**src/rtl/imm_gen_pipe.sv**
```systemverilog
// Registered immediate generator with a 2-entry skid buffer between ID and EX.
// Optional per-mode transfer statistics are enabled by defining IMM_GEN_STATS_EN.
module imm_gen_pipe #(
  parameter int XLEN  = 32,
  parameter int TAG_W = 8
) (
  input  logic              clk,
  input  logic              rst_n,
  input  logic              flush,
  input  logic              in_valid,
  output logic              in_ready,
  input  logic [25:0]       imm26,
  input  logic [XLEN-1:0]   pc_plus4,
  input  logic [2:0]        ImmSrc,
  input  logic [TAG_W-1:0]  in_tag,
  output logic              out_valid,
  input  logic              out_ready,
  output logic [XLEN-1:0]   imm_out,
  output logic [TAG_W-1:0]  out_tag,
  output logic [2:0]        out_mode
`ifdef IMM_GEN_STATS_EN
  ,
  output logic [5*16-1:0]   stat_count
`endif
);

  typedef enum logic [1:0] {
    EMPTY = 2'd0,
    ONE   = 2'd1,
    TWO   = 2'd2
  } state_e;

  localparam logic [2:0] MODE_SEXT   = 3'd0;
  localparam logic [2:0] MODE_ZEXT   = 3'd1;
  localparam logic [2:0] MODE_LUI    = 3'd2;
  localparam logic [2:0] MODE_BRANCH = 3'd3;
  localparam logic [2:0] MODE_JUMP   = 3'd4;

  state_e            state_q, state_d;
  logic [XLEN-1:0]   main_imm_q, main_imm_d, skid_imm_q, skid_imm_d;
  logic [TAG_W-1:0]  main_tag_q, main_tag_d, skid_tag_q, skid_tag_d;
  logic [2:0]        main_mode_q, main_mode_d, skid_mode_q, skid_mode_d;

  logic [15:0]       imm16;
  logic [XLEN-1:0]   sext_val;
  logic [XLEN-1:0]   new_imm;
  logic [2:0]        new_mode;
  logic              in_xfer;
  logic              out_xfer;
  logic              unused_pc_low;

  assign unused_pc_low = ^pc_plus4[27:0];

  always_comb begin
    imm16    = imm26[15:0];
    sext_val = {{(XLEN-16){imm16[15]}}, imm16};
    new_mode = (ImmSrc > MODE_JUMP) ? MODE_SEXT : ImmSrc;
    new_imm  = sext_val;
    case (new_mode)
      MODE_ZEXT:   new_imm = {{(XLEN-16){1'b0}}, imm16};
      // Shifting the sign-extended value keeps the sign above bit 31 for wide XLEN.
      MODE_LUI:    new_imm = sext_val << 16;
      MODE_BRANCH: new_imm = sext_val << 2;
      MODE_JUMP:   new_imm = {pc_plus4[XLEN-1:28], imm26, 2'b00};
      default:     new_imm = sext_val;
    endcase
  end

  assign in_ready  = (state_q != TWO);
  assign out_valid = (state_q != EMPTY);
  assign in_xfer   = in_valid && in_ready && !flush;
  assign out_xfer  = out_valid && out_ready;

  assign imm_out  = main_imm_q;
  assign out_tag  = main_tag_q;
  assign out_mode = main_mode_q;

  always_comb begin
    state_d     = state_q;
    main_imm_d  = main_imm_q;
    main_tag_d  = main_tag_q;
    main_mode_d = main_mode_q;
    skid_imm_d  = skid_imm_q;
    skid_tag_d  = skid_tag_q;
    skid_mode_d = skid_mode_q;
    case (state_q)
      EMPTY: begin
        if (in_xfer) begin
          main_imm_d  = new_imm;
          main_tag_d  = in_tag;
          main_mode_d = new_mode;
          state_d     = ONE;
        end
      end
      ONE: begin
        if (in_xfer && out_xfer) begin
          main_imm_d  = new_imm;
          main_tag_d  = in_tag;
          main_mode_d = new_mode;
        end else if (in_xfer) begin
          skid_imm_d  = new_imm;
          skid_tag_d  = in_tag;
          skid_mode_d = new_mode;
          state_d     = TWO;
        end else if (out_xfer) begin
          state_d = EMPTY;
        end
      end
      TWO: begin
        // A flush must leave imm_out untouched, so the skid is not promoted.
        if (out_xfer && !flush) begin
          main_imm_d  = skid_imm_q;
          main_tag_d  = skid_tag_q;
          main_mode_d = skid_mode_q;
          state_d     = ONE;
        end
      end
      default: state_d = EMPTY;
    endcase
    if (flush) begin
      state_d = EMPTY;
    end
  end

  always_ff @(posedge clk or negedge rst_n) begin
    if (!rst_n) begin
      state_q     <= EMPTY;
      main_imm_q  <= '0;
      main_tag_q  <= '0;
      main_mode_q <= '0;
      skid_imm_q  <= '0;
      skid_tag_q  <= '0;
      skid_mode_q <= '0;
    end else begin
      state_q     <= state_d;
      main_imm_q  <= main_imm_d;
      main_tag_q  <= main_tag_d;
      main_mode_q <= main_mode_d;
      skid_imm_q  <= skid_imm_d;
      skid_tag_q  <= skid_tag_d;
      skid_mode_q <= skid_mode_d;
    end
  end

`ifdef IMM_GEN_STATS_EN
  logic [4:0][15:0] cnt_q, cnt_d;

  // Output transfers are counted even during flush since downstream consumed them.
  always_comb begin
    cnt_d = cnt_q;
    for (int i = 0; i < 5; i++) begin
      if (out_xfer && (main_mode_q == 3'(i)) && (cnt_q[i] != 16'hFFFF)) begin
        cnt_d[i] = cnt_q[i] + 16'd1;
      end
    end
  end

  always_ff @(posedge clk or negedge rst_n) begin
    if (!rst_n) begin
      cnt_q <= '0;
    end else begin
      cnt_q <= cnt_d;
    end
  end

  assign stat_count = cnt_q;
`endif

endmodule

```
**config.mk**
```make
export PLATFORM = sky130hd
export DESIGN_NAME = imm_gen_pipe
export DESIGN_NICKNAME = d
export VERILOG_FILES = /design/src/rtl/imm_gen_pipe.sv
export SDC_FILE = /design/constraint.sdc
export NUM_CORES = 1
export LEC_CHECK = 0
export BUFFER_PORTS_ARGS = -buffer_cell sky130_fd_sc_hd__buf_2
export CAP_MARGIN = 40
export CELL_PAD_IN_SITES_DETAIL_PLACEMENT = 1
export CELL_PAD_IN_SITES_GLOBAL_PLACEMENT = 1
export CORE_MARGIN = 2
export CORE_UTILIZATION = 44
export DETAILED_ROUTE_END_ITERATION = 16
export GPL_ROUTABILITY_DRIVEN = 0
export PLACE_DENSITY_LB_ADDON = 0.1
export SLEW_MARGIN = 20
export SYNTH_ARGS = -nofsm -noshare
export SYNTH_HDL_FRONTEND = slang
export SYNTH_SLANG_ARGS = --single-unit
```
**constraint.sdc**
```tcl
create_clock -name clk -period 2.9 [get_ports clk]
set_input_delay 0.435 -clock clk [delete_from_list [all_inputs] [get_ports clk]]
set_output_delay 0.435 -clock clk [all_outputs]
set_load 0.1 [all_outputs]
```
==> summary.txt, run 1 <==
Status
  – Status: completed

Power and ir drop
  – Pleak: between 0.002 and 0.003 uW
  – Sequential cell fraction of total power: 0.383
  – Clk network pwr share: 0.228
  – Logic pwr share: 0.389
  – Cell-internal power: about 2400 uW
  – Cell Pwr Density: 753 mW/mm^2
  – Sw Pwr: around 1900 uW
  – Sw frac: 0.449
  – Max rail drop VDD: 411 uV

CTS
  – Post-CTS Setup Bufs: 0
  – CTS Hold Buffers Added: 0
  – Root Driver: clkbuf_8
  – Clock latency on the worst-skew pair: between 0.3 and 0.4 ns
  – CTS tree: built
  – Post-cts sizing count: 0
  – Depth of the CTS H-tree: 3
  – Clock sink count: 88
  – Total CTS buffers: 9
  – CTS clk-pin slew, worst paths: 0.09 ns
  – CTS Buffer Depth: 2

Final layout
  – Fin nets: 680
  – Ant diodes: 0
  – Fillers: roughly 1300
  – Share of layout cells above drive strength 1: 0.234
  – Layout area overhead: 15.9%

Logic synthesis
  – Adder-cell share of the synthesized area: 0
  – FFs w/ async S/R, synth: 1.00
  – Cell area after synthesis: 0.00493 mm^2
  – Post-Synth XOR/XNOR Area: 0
  – Main synth FF type: dfrtp_1
  – Sequential element share of the synthesized area: 0.447
  – Post-synthesis cell count: roughly 540
  – Complex-gate fraction of the synthesized area: 0.301
  – Ys Warns: 0
  – Cell variety after synth: 57
  – Register bit total from synthesis: 88
  – Post-Synth Simple-Gate Area: 0.164
  – Post-synth EDFFs: 0
  – Largest family of logic cells by synthesized area: compound AO/OA/AOI/OAI gates
  – Post-synthesis mux area share: 0.0300
  – Post-synthesis area per instance: around 9 um^2
  – Net count after synthesis: 612

Global route
  – Total grt overflow: 0
  – Gr busiest metal: met2
  – Antenna violations before repair: 0
  – Global-route track usage on met1: 0.352
  – Met3 usage: 0.0385
  – Largest net degree at the start of global routing: slightly below 90
  – First-pass GRT wire length: about 25000 um
  – GRT Util Overall: 0.265
  – Met2 GRT Util: 0.436
  – Vias in the first global route: roughly 4600

Floorplanning
  – Die width: 110 um
  – Die height: between 100 and 150 um
  – Core area: 0.0109 mm^2
  – # IOs: 119
  – Die area: ~0.012 mm^2
  – FP Rows: 38
  – Initial Util: 0.453

Setup path
  – R2r endpoint: imm_out[17]
  – R2r setup slk: 0.87 ns
  – CP Launch Type: flip-flop
  – CP max FO: 16
  – R2R depth: 6
  – Crit path kind: reg2out
  – Worst setup EP type: output port
  – Worst r2r src: state_q[1]
  – Worst Path Required: 2.47 ns
  – Arr. time, crit path: 1.71 ns

STA
  – Period minus WS final: 2.14 ns
  – Fin. Hold Viols: 0
  – Slew Limit Fails: 0
  – TNS Setup: 0 ns
  – Clock Skew: 0.00887 ns
  – Worst Tran Pin Value: 0.718 ns
  – RSZ-0062 raised after global routing: no
  – Maximum clock frequency: 466 MHz
  – Worst hold slack: 0.0751 ns
  – Slew HR: 0.522
  – Final setup fails: 0
  – Tcrit/Tclk final: 0.739

Placement
  – Port-buffer cells: 90
  – HPWL Detailed: 9950 um

Drt
  – Wirelength, routed: 15000 um
  – Detailed router's first-iteration violation count: 202
  – Via count: around 4500
  – # DRC: 0
  – Vias per cell: 6.00
  – Wire length per cell: around 20 um
  – Pre-antenna DRT Iters: 5
  – DRT antenna net count: 0

Hold path
  – Hold Path Class: in2async

Flow run
  – # Max-Cap Violations: 0
-- worst max-delay path by stage --
stage	start	to	slack (ns)	cells after the start
after global placement	out_ready	imm_out[17]	0.64	6
after global routing	state_q[1]	in_ready	0.66	3
after CTS	state_q[1]	in_ready	0.71	3
final	state_q[1]	in_ready	0.76	3
after floorplan	ImmSrc[0]	imm_out[17]	1.29	6
after detailed placement	ImmSrc[0]	imm_out[3]	0.64	5
-- power by group through the flow --
stage | combinational [uW] | sequential, uW | clock (uW)
6_report | 1670 | 1650 | 981
5_1_grt | 1780 | 1680 | 1060
4_1_cts | 1680 | 1650 | 1010
3_5_place_dp | 1680 | 1670 | 0
3_3_place_gp | 1640 | 1650 | 0
2_1_floorplan | 472 | 2510 | 0
-- registers in the layout, indices dropped and copies added (netlist names) --
name and count:
out_mode 3, out_tag 8, skid_imm_q 32, skid_tag_q 8, imm_out 32, skid_mode_q 3
state_q 2
-- layout make-up --
| type | count | area (um^2) | area share |
|---|---|---|---|
| Multi-Input combinational cell | 392 | 2450 | 0.428 |
| Sequential cell | 88 | 2200 | 0.385 |
| Timing Repair Buffer | 108 | 642 | 0.112 |
| Tap cell | 140 | 175 | 0.0307 |
| Clock buffer | 12 | 145 | 0.0254 |
| Clock inverter | 4 | 76.3 | 0.0134 |
| Inverter | 7 | 26.3 | 0.00460 |
-- critical path: stages (launching register included) --
cell     delay [ns]
dfrtp_1        0.43
nor2b_4        0.45
inv_1          0.12
buf_2          0.32
-- cell usage in the layout (no fill, tap or decap), types with 3 or more instances in the layout --
cell       instances
nor2_1            17
nand3_1            3
buf_4             14
a21boi_0           3
o211ai_1          14
o21ai_1            6
and3b_1            9
o31a_1             7
nand2_1           78
a211oi_1          14
mux2_2             6
mux2i_1            8
buf_12             4
a21bo_2            7
a22o_1             6
a21oi_1            8
clkbuf_8          10
a221oi_1           3
nand2b_1          10
o21ai_0           81
dfrtp_1           88
nor3_1            13
a2bb2oi_1         15
nand3b_1           7
o31ai_1           14
buf_2             89
a31oi_1            4
nor2b_1           12
o21a_1             3
o22a_1            12
inv_1              7
-- routing by layer --
| layer | wire length [um] | vias up |
|---|---|---|
| met5 | 0 | - |
| met4 | 283 | 0 |
| met3 | 508 | 19 |
| met2 | 7400 | 106 |
| met1 | 6780 | 2281 |
| li1 | - | 2097 |
-- cells in the mapped netlist (all sizes together) (10+ instances only) --
| cell type | n | area [um^2] |
|---|---|---|
| a211oi | 14 | 105 |
| a2bb2oi | 15 | 131 |
| buf | 31 | 186 |
| clkbuf | 20 | 76.3 |
| dfrtp | 88 | 2200 |
| nand2 | 78 | 293 |
| nand2b | 10 | 62.6 |
| nor2 | 18 | 70.1 |
| nor2b | 13 | 81.3 |
| nor3 | 14 | 75.1 |
| o211ai | 14 | 105 |
| o21ai | 87 | 435 |
| o22a | 12 | 105 |
| o31ai | 14 | 105 |
-- kinds of logic (layout without fill, tap and decap cells) --
family,Yosys count,in the layout
AO/OA/AOI/OAI,214,214
buffers and inverters,58,131
multiplexers,14,14
flip-flops,88,88
AND/OR/NAND/NOR,164,164
-- through the flow --
step / instances / instance area (um^2) / utilization / setup slack, ns / power (uW)
floorplan: 538 / 4930 / - / 1.29 / 2980
global placement: 733 / 5460 / 0.501 / 0.641 / 3290
detailed placement: 734 / 5470 / 0.503 / 0.644 / 3340
CTS: 750 / 5690 / 0.523 / 0.708 / 4330
global route: 751 / 5710 / 0.525 / 0.664 / 4520
finish: 751 / 5710 / 0.525 / 0.756 / 4300
(Power assumes the default switching activity.)
==> run 2: changes to the inputs <==
CORE_UTILIZATION = 40   (was 44)
clock period = 2 ns   (was 2.9 ns; I/O delays follow)
==> run 2 against run 1 <==
Clock skew fell by 0.0036 ns. First-iteration DRC count rose by 28%. Global-route usage fell by 1.6 points. Highest routed layer unchanged. Clock power rose by 87%. Largest cell class unchanged. Non-clock buffer count rose by 12. Hold slack improved by 0.090 ns. Critical path depth rose by 3. Sequential share of layout area fell by 1.3 points. Worst setup slack got worse by 0.60 ns. Final cell count rose by 2.5%. Wire length rose by 2.0%.
==> summary.txt, run 2 (synthesis gave the netlist of run 1 again) <==
CTS
  – Post-cts sizing count: 0
  – Root Driver: clkbuf_16
  – Total CTS buffers: 9
  – CTS clk-pin slew, worst paths: 0.06 ns
  – CTS tree: built
  – Post-CTS Setup Bufs: 0
  – Clock latency on the worst-skew pair: 0.35 ns
  – CTS Buffer Depth: 2
  – Depth of the CTS H-tree: 3
  – Clock sink count: 88

Final layout
  – Finished Cell Area: 0.00592 mm^2
  – Most frequent cells in the layout: 88 x dfrtp_1, 88 x buf_2, 81 x o21ai_0, 78 x nand2_1, 26 x buf_4
  – Ant diodes: 0
  – Register Area: 0.00220 mm^2
  – Fin nets: slightly below 700
  – Layout area overhead: 20.0%
  – Multi-input logic area: ~0.0024 mm^2
  – Share of layout cells above drive strength 1: 0.249
  – Fillers: 1419

Drt
  – Wirelength, routed: 15300 um
  – DRT antenna net count: 0
  – Pre-antenna DRT Iters: 4
  – Via count: 4466
  – Wire length per cell: 19.8 um
  – Detailed router's first-iteration violation count: roughly 260
  – Vias per cell: 5.80
  – # DRC: 0

Floorplanning
  – Core area: 0.0120 mm^2
  – # IOs: 119
  – Die width: 115 um
  – Die height: 115 um
  – FP Rows: 40
  – Die area: between 0.01 and 0.015 mm^2
  – Initial Util: 0.410

Setup path
  – Cell family with most CP delay: simple AND/OR/NAND/NOR gates
  – CP max FO: 17
  – Worst path slowest cell: or3_2
  – Worst setup EP type: flip-flop
  – Most used cell, CP: buf_4
  – CP Launch Type: flip-flop
  – R2r setup slk: around 0.16 ns
  – Worst Path Required: 2.23 ns
  – Crit path kind: reg2reg
  – Arr. time, crit path: just over 2 ns
  – Crit-path cells: nand2b_1 -> buf_4 -> or3_2 -> buf_4 -> nand2_1 -> o21ai_1
  – Worst path bufs/invs: 2
  – Critical path's largest stage delay: 0.59 ns

STA
  – Period minus WS final: 1.84 ns
  – Tcrit/Tclk final: 0.921
  – Slew Limit Fails: 0
  – Maximum clock frequency: ~540 MHz
  – Worst Tran Pin Value: ~0.49 ns
  – Clock Skew: 0.00526 ns
  – Final setup fails: 0
  – Slew HR: 0.673
  – Worst hold slack: 0.165 ns
  – RSZ-0062 raised after global routing: no
  – TNS Setup: 0 ns
  – Fin. Hold Viols: 0

Global route
  – Total grt overflow: 0
  – First-pass GRT wire length: between 20000 and 30000 um
  – Vias in the first global route: 4772
  – GRT Util Overall: 0.249
  – Antenna violations before repair: 0
  – Largest net degree at the start of global routing: 43

Status
  – Status: completed

Power and ir drop
  – Cell Pwr Density: around 1100 mW/mm^2
  – Pleak: about 0.0027 uW
  – Max rail drop VDD: ~650 uV

Hold path
  – Hold Path Class: in2reg

Placement
  – Total placed instance area: between 0.005 and 0.006 mm^2
  – Port-buffer cells: 90
  – HPWL Detailed: ~11000 um

Flow run
  – # Max-Cap Violations: 0
==> run 2: cell types whose count changed in the layout (fill, tap and decap cells not counted) <==
cell	previous run	this run
clkinv_4	0	2
clkinv_2	0	1
clkinvlp_4	1	0
clkbuf_8	10	0
dlygate4sd3_1	0	1
clkbuf_1	2	1
buf_2	89	88
buf_4	14	26
clkbuf_16	0	9
==> run 2: cell type report <==
cell class | instances | area share
inverters | 7 | 0.00444
clock inverters | 6 | 0.0154
multi-input cells | 392 | 0.413
flip-flops and latches | 88 | 0.372
well taps | 147 | 0.0311
clock buffers | 10 | 0.0387
repair buffers | 120 | 0.125
==> run 2: where the power goes <==
part           internal [uW]  switching [uW]
combinational            533            1910
sequential              2180             205
clock                   1100             732
==> run 2: stage by stage <==
stage,cells,utilization,total power (uW),setup WS (ns)
2_1_floorplan,538,-,4320,0.432
3_3_place_gp,752,0.464,4800,0.00870
3_5_place_dp,753,0.465,4870,0.105
4_1_cts,770,0.493,6730,0.141
5_1_grt,770,0.493,6980,0.0164
6_report,770,0.493,6660,0.159
==> run 2: routing by layer <==
metal  global-route usage  vias to the layer above  routed length, um
met2                0.405                      105               7270
met4                0.108                        0                378
met3               0.0343                       24                663
met5                    0                        -                  0
li1                     -                     2126                  -
met1                0.332                     2211               6960
==> run 2: worst paths after layout <==
kind	startpoint	end	cells past startpoint
worst max-delay path	state_q[0]	skid_imm_q[6]	6
min in group asynchronous	rst_n	skid_imm_q[9]	2
worst min register to register	skid_imm_q[8]	skid_imm_q[8]	2
worst min-delay path	in_tag[0]	skid_tag_q[0]	3
max in group asynchronous	rst_n	skid_imm_q[22]	3
worst max register to register	state_q[0]	skid_imm_q[6]	6
==> run 2: repair_timing <==
action | 4_1_cts | 5_1_grt
hold buffers | 1 | 0
hold endpoints to repair | 30 | 0
setup endpoints to repair | 0 | 0
==> run 2: worst register-to-register path: cells and delay by family (launching register included) <==
family	cells	cell delay [ns]
simple gates	3	0.81
compound gates	1	0.06
buf+inv	2	0.41
flops	1	0.45
